<file path="config.mk">
export PLATFORM = sky130hd
export DESIGN_NAME = alu_result_bcd
export DESIGN_NICKNAME = d
export VERILOG_FILES = /design/src/rtl/alu_result_bcd.sv
export SDC_FILE = /design/constraint.sdc
export NUM_CORES = 1
export LEC_CHECK = 0
export ABC_AREA = 0
export CORE_MARGIN = 3
export CORE_UTILIZATION = 30
export CTS_BUF_LIST = sky130_fd_sc_hd__clkbuf_4
export DETAILED_ROUTE_END_ITERATION = 10
export DONT_BUFFER_PORTS = 1
export PLACE_DENSITY_LB_ADDON = 0.3
export SLEW_MARGIN = 20
export SYNTH_ARGS = -nofsm -noshare
export SYNTH_HDL_FRONTEND = slang
export SYNTH_SLANG_ARGS = --single-unit
</file>
<file path="constraint.sdc">
create_clock -name CLK -period 3.05 [get_ports CLK]
set_input_delay 0.61 -clock CLK [delete_from_list [all_inputs] [get_ports CLK]]
set_output_delay 0.61 -clock CLK [all_outputs]
set_load 0.02 [all_outputs]
</file>
<file path="src/rtl/alu_result_bcd.sv">
// alu_result_bcd
// Downstream stage of the 8-bit pin ALU. Takes the ALU output byte
// {op[1:0], result[RES_W-1:0]}, converts the result field to packed BCD with a
// sequential shift-add-3 (double-dabble) engine and passes the opcode through.
//
// Optional build macro: SIGNED_EN
//   When defined, a subtract result (op == 2'b01) with its MSB set is treated
//   as two's complement: sign_out = 1 and the magnitude is converted. When not
//   defined, sign_out is always 0 and every op converts unsigned.
//
// Handshakes (both sides): a transfer happens on a rising CLK edge where
// valid and ready are both high. The producer holds data stable from raising
// valid until that edge; the consumer may hold ready low indefinitely.
//
// Ports:
//   CLK        clock, rising edge
//   rst        synchronous, active-high reset
//   in_data    ALU output byte {op, result}
//   in_valid   in_data valid
//   in_ready   block can accept (high only in IDLE)
//   bcd_out    packed BCD, most-significant digit in the top nibble
//   op_out     opcode captured with the result
//   sign_out   negative flag (SIGNED_EN builds only, else 0)
//   out_valid  bcd_out/op_out/sign_out valid
//   out_ready  downstream consumes the result
//   busy       conversion in progress
//
// The FSM state is held in the signal 'state' (type state_t) for probing.

module alu_result_bcd #(
    parameter int RES_W  = 6,
    parameter int DIGITS = 2
) (
    input  logic                  CLK,
    input  logic                  rst,
    input  logic [RES_W+1:0]      in_data,
    input  logic                  in_valid,
    output logic                  in_ready,
    output logic [4*DIGITS-1:0]   bcd_out,
    output logic [1:0]            op_out,
    output logic                  sign_out,
    output logic                  out_valid,
    input  logic                  out_ready,
    output logic                  busy
);

    localparam int CNT_W = $clog2(RES_W + 1);
    localparam logic [CNT_W-1:0] LAST_ITER = CNT_W'(RES_W - 1);

    typedef enum logic [1:0] {
        IDLE = 2'd0,
        CONV = 2'd1,
        DONE = 2'd2
    } state_t;

    state_t state;
    state_t state_next;

    logic [RES_W-1:0]    shreg;
    logic [4*DIGITS-1:0] bcd_acc;
    logic [4*DIGITS-1:0] bcd_adj;
    logic [4*DIGITS-1:0] bcd_shifted;
    logic [CNT_W-1:0]    cnt;
    logic                sign_reg;

    logic [RES_W-1:0]    field;
    logic [1:0]          op_in;
    logic                accept;
    logic                last_iter;

    assign field     = in_data[RES_W-1:0];
    assign op_in     = in_data[RES_W+1:RES_W];
    assign accept    = (state == IDLE) && in_valid;
    assign last_iter = (state == CONV) && (cnt == LAST_ITER);

    // State register
    always_ff @(posedge CLK) begin
        if (rst) begin
            state <= IDLE;
        end else begin
            state <= state_next;
        end
    end

    // Next-state logic
    always_comb begin
        state_next = state;
        case (state)
            IDLE:    if (in_valid)  state_next = CONV;
            CONV:    if (last_iter) state_next = DONE;
            DONE:    if (out_ready) state_next = IDLE;
            default: state_next = IDLE;
        endcase
    end

    // Output logic: handshake flags decode directly from the state
    always_comb begin
        in_ready  = 1'b0;
        busy      = 1'b0;
        out_valid = 1'b0;
        case (state)
            IDLE:    in_ready  = 1'b1;
            CONV:    busy      = 1'b1;
            DONE:    out_valid = 1'b1;
            default: in_ready  = 1'b0;
        endcase
    end

    // Add-3 correction: every nibble >= 5 gets +3 before the shift, so that
    // after doubling it carries correctly into the next decimal digit.
    always_comb begin
        bcd_adj = bcd_acc;
        for (int d = 0; d < DIGITS; d++) begin
            if (bcd_acc[4*d +: 4] >= 4'd5) begin
                bcd_adj[4*d +: 4] = bcd_acc[4*d +: 4] + 4'd3;
            end
        end
    end

    // Shift {bcd, shreg} left by one: the MSB of shreg enters the BCD LSB.
    assign bcd_shifted = {bcd_adj[4*DIGITS-2:0], shreg[RES_W-1]};

    // Datapath
    always_ff @(posedge CLK) begin
        if (rst) begin
            shreg    <= '0;
            bcd_acc  <= '0;
            cnt      <= '0;
            bcd_out  <= '0;
            op_out   <= '0;
            sign_reg <= 1'b0;
        end else if (accept) begin
            bcd_acc <= '0;
            cnt     <= '0;
            op_out  <= op_in;
`ifdef SIGNED_EN
            // Negate at capture so conversion latency is the same for both signs.
            if (op_in == 2'b01 && field[RES_W-1]) begin
                shreg    <= (~field) + RES_W'(1);
                sign_reg <= 1'b1;
            end else begin
                shreg    <= field;
                sign_reg <= 1'b0;
            end
`else
            shreg    <= field;
            sign_reg <= 1'b0;
`endif
        end else if (state == CONV) begin
            bcd_acc <= bcd_shifted;
            shreg   <= {shreg[RES_W-2:0], 1'b0};
            cnt     <= cnt + CNT_W'(1);
            // The last shift publishes the finished value together with DONE.
            if (last_iter) begin
                bcd_out <= bcd_shifted;
            end
        end
    end

    assign sign_out = sign_reg;

endmodule

</file>
; ---- After elaboration in Yosys (flattened, before gate mapping)
; Index checks and enable logic that the tools add are counted.
[word_totals]
register_bits = 29
word_cells = 36
inputBits = 12
[classes]
n_eq_ne = 6
bitwise_logic = 1
magnitude_cmp = 2
n_mux = 11
reduce_logical = 7
add_sub_neg = 3
[op_table]
columns = operator, count
row1 = two-way mux 6 bit, 2
row2 = >= comparator 4 x 3 -> 1 bit (second input constant), 2
row3 = two-way mux 2 bit, 3
row4 = != test 2 bit (second input constant), 3
row5 = one-hot mux 2 bit (3 select lines), 1
row6 = AND reduction 3 bit, 2
row7 = adder 4 x 2 -> 4 bit (second input constant), 1
row8 = two-way mux 4 bit, 1
row9 = adder 3 x 1 -> 3 bit (second input constant), 1
row10 = adder 3 x 2 -> 3 bit (second input constant), 1
row11 = == test 3 bit (second input constant), 1
row12 = two-way mux 1 bit, 3
row13 = two-way mux 3 bit, 1
row14 = == test 2 x 1 -> 1 bit (second input constant), 1
row15 = == test 2 bit (second input constant), 1
row16 = logical AND 1 bit, 2
row17 = zero test 2 bit, 1
row18 = nonzero test 2 bit, 1
row19 = OR reduction 2 bit, 1
row20 = NOT 1 bit, 1

; ---- Logic depth before layout (Yosys ltp)
[depth]
depth_word = 4
ltp_mapped = 6

; ---- Worst setup path after synthesis
; Ideal clock, no wire load.
[synth_path]
path_kind = register to register
startpoint = register bcd_acc[4]
endpoint = register bcd_out[6]
setup_ns = 0.087
t_arrival_ns = 1.440
path_slack_ns = 1.523
period_less_slack_ns = 1.527
stages_incl_launch_ff = 7
required_time_ns = 2.963
path_cell_list = dfxtp_1 > inv_1 > ha_1 > nand2b_1 > a21oi_2 > mux2_2 > o31ai_1
[synth_between]
elab_chain_cells = 2
elab_cells_between_ends = 3
classes_between = 1 x add/sub / 1 x order compare / 1 x mux
[synth_rtl]
columns = element, line
row1 = "start, declared", 60  ; logic [4*DIGITS-1:0] bcd_acc;
row2 = "start signal, assigned", 150  ; bcd_acc <= bcd_shifted;
row3 = >= comparator 4 x 3 -> 1 bit or adder 3 x 2 -> 3 bit (tied branches), "114, 115"
row4 = two-way mux 3 bit *, 114  ; if (bcd_acc[4*d +: 4] >= 4'd5) begin
row5 = "end signal, assigned", 155  ; bcd_out <= bcd_shifted;
row6 = "end, declared", 39  ; output logic [4*DIGITS-1:0] bcd_out,
; Mark *: on every way between the ends. The rest lies on a longest branch, timed or not.
; A chain may end at the register's enable or synchronous reset.

; ---- Final worst setup path
[layout_path]
startpoint = register state[0]
endpoint = output port busy
[layout_between]
elab_chain_cells = 2
[layout_rtl]
columns = element, line
row1 = "start, declared", 56  ; state_t state;
row2 = "start signal, assigned", 81  ; state <= state_next;
row3 = == test 2 x 1 -> 1 bit, 101  ; case (state)
row4 = two-way mux 1 bit, 101
row5 = "end, declared", 44  ; output logic busy
; Every way passes these cells.

==> metrics.txt <==
r2r worst-path depth 6; worst-case vdd ir drop 0.1695 mV; final instance count without filler cells 199; first-pass GRT wire length 4505 um; Nets 167; Worst-path clk slew 0.09 ns; RSZ-0062 raised after global routing false; Clock Latency Late Sink 0.32 ns; RePlAce Congestion 0.7570; data required time of the worst path 2.44 ns; YS warnings 0; CTS sink count 29; worst hold margin 0.3523 ns; post-CTS setup repair buffer count 0; clock tree root driver cell clkbuf_4; Cell Area, Synth 1356 um2; vias per inst 5.126; Starting DRT DRC Count 73; CTS max path bufs 2; DRC viols 0; total wire length 2655 um; Setup WS post-layout 1.321 ns; Gates resized, CTS repair 0; vias 1,020; Worst Hold Class primary input to flip-flop; synth unique cells 39; setup TNS 0 ns; CTS Hold Bufs 0; core region area 4173 um2; global route total overflow 0; cell area after placement 1376 um2; Final Hold Fails 0; Synth async-reset ratio 0%; Slew Viols, Final 0; area of the multi-input gates 700.7 um2; Pleak 0.4884 nW; fin crit period 1.729 ns; final period utilization 56.69%; Area Overhead vs Synth 5.074%; final setup violation count 0; Seq cells post-synth 29; maximum fanout along the worst path 19; Syn Inst Count 150; Pre-Repair DR Iteration Count 3; share of cells above drive strength 1 12.08%; number of flops mapped to enable cells by yosys 0; Cells on Worst Hold Path 1; H-tree depth 2; initial antenna violation count 0; Layout fillers 437; Die H 73.24 um; Overall Global Routing Usage 11.03%; sequential-to-total area share from yosys stat 42.80%; Placement Setup Slack 1.370 ns; WS Path Type flip-flop to output pin; status completed; Max Fclk 578.4 MHz; Die Span X 73.24 um; Power Density 475.2 nW/um2; Worst Setup End Kind output pin; Mapped Nets 168; Worst setup SP type flip-flop; Post-DRT Antenna Nets 0; area taken by flip-flops and latches 580.6 um2; Top FF cell, synth dfxtp_1; Finished Cell Area 1425 um2; n_diodes 0; initial core utilization 32.50%; total CTS buffers 5; I/O Pins 26; HPWL Detailed 1895 um; wire per inst 13.34 um; input/output buffers 0; largest net degree at the start of global routing 29; Max-cap violations 0; placed cell count 192; FP Rows 23; Avg Cell Area, Syn 9.042 um2; Worst Skew 0.01622 ns; CTS tree built; vias in the first global route 990; DIE AREA 5364 um2; CP arrival 1.12 ns
==> cell type report <==
cell class,instances,area share [%]
clock buffers,6,3.161
flip-flops and latches,29,40.74
clock inverters,1,0.2634
repair buffers,1,0.5268
inverters,6,1.756
multi-input cells,106,49.17
well taps,50,4.390
==> layout by cell type (no fill, tap or decap), types with 2 or more instances in the layout <==
cell type  count
a211oi_1       5
nor3b_1        4
xnor2_1        2
clkbuf_4       6
o21ai_0        2
a21oi_1       14
dfxtp_1       29
inv_1          5
nand3_1        2
nand2b_1       3
nand2_1       15
mux2i_1        3
nor3_1         5
o22ai_2        3
ha_1           6
a22oi_1        5
nand3b_1       4
o31ai_1        3
nor2_1        14
==> power by group <==
part           total [W]  switching, W  internal, W
logic          0.0000608     0.0000387    0.0000220
clock network   0.000215      0.000123    0.0000924
registers       0.000401     0.0000112     0.000390
==> metrics by stage <==
stage                     utilization (%)  total power (W)
after global routing                34.15        0.0007179
after floorplan                         -        0.0004676
final                               34.15        0.0006772
after CTS                           34.15        0.0006883
after detailed placement            32.98        0.0004718
after global placement              32.98        0.0004686
==> final timing paths <==
kind / from / slack, ns / to
setup reg to reg: bcd_acc[0] / 1.36 / bcd_out[2]
setup / recovery: state[0] / 1.32 / busy
hold / removal: rst / 0.35 / bcd_out[0]
hold reg to reg: shreg[1] / 0.46 / shreg[1]
==> synth_stat cells, types with 2 or more instances <==
cell type,count,area [um2]
nand3b_1,4,30.03
a22oi_1,5,37.54
mux2i_1,3,30.03
nor3b_1,4,30.03
a211oi_1,5,37.54
xnor2_1,2,17.52
dfxtp_1,29,580.6
clkbuf_1,3,11.26
nand3_1,2,10.01
a21oi_1,14,70.07
buf_2,4,20.02
nor3_1,5,25.02
o31ai_1,3,22.52
ha_1,6,75.07
inv_1,5,18.77
o22ai_2,3,37.54
o21ai_0,2,10.01
nor2_1,14,52.55
nand2b_1,3,18.77
nand2_1,15,56.30
==> state kept, by name, indices dropped and copies added (netlist names) <==
name     flops
shreg        6
bcd_acc      8
op_out       2
bcd_out      8
cnt          3
state        2
==> kinds of logic (layout without fill, tap and decap cells) <==
family / after synthesis / after routing / share of synthesized area, %
adder cells (fa/ha/maj): 6 / 6 / 5.535
XOR/XNOR: 3 / 3 / 1.938
AND/OR/NAND/NOR: 55 / 55 / 21.86
buffers and inverters: 15 / 14 / 5.536
flip-flops: 29 / 29 / 42.80
multiplexers: 5 / 5 / 3.875
AO/OA/AOI/OAI: 36 / 36 / 18.17
other: 1 / 1 / 0.2765
==> critical path: stages (launching register included) <==
cell,delay (ns)
dfxtp_1,0.42
nand2b_4,0.15
inv_4,0.24
==> metal layers <==
metal | global-route usage, % | vias to the layer above | share of wire, %
li1 | - | 519 | -
met1 | 13.54 | 461 | 48
met2 | 16.39 | 31 | 43
met3 | 4.408 | 9 | 6.0
met4 | 5.943 | 0 | 2.9
met5 | 0 | - | 0
Power figures use the tool's default switching activity.
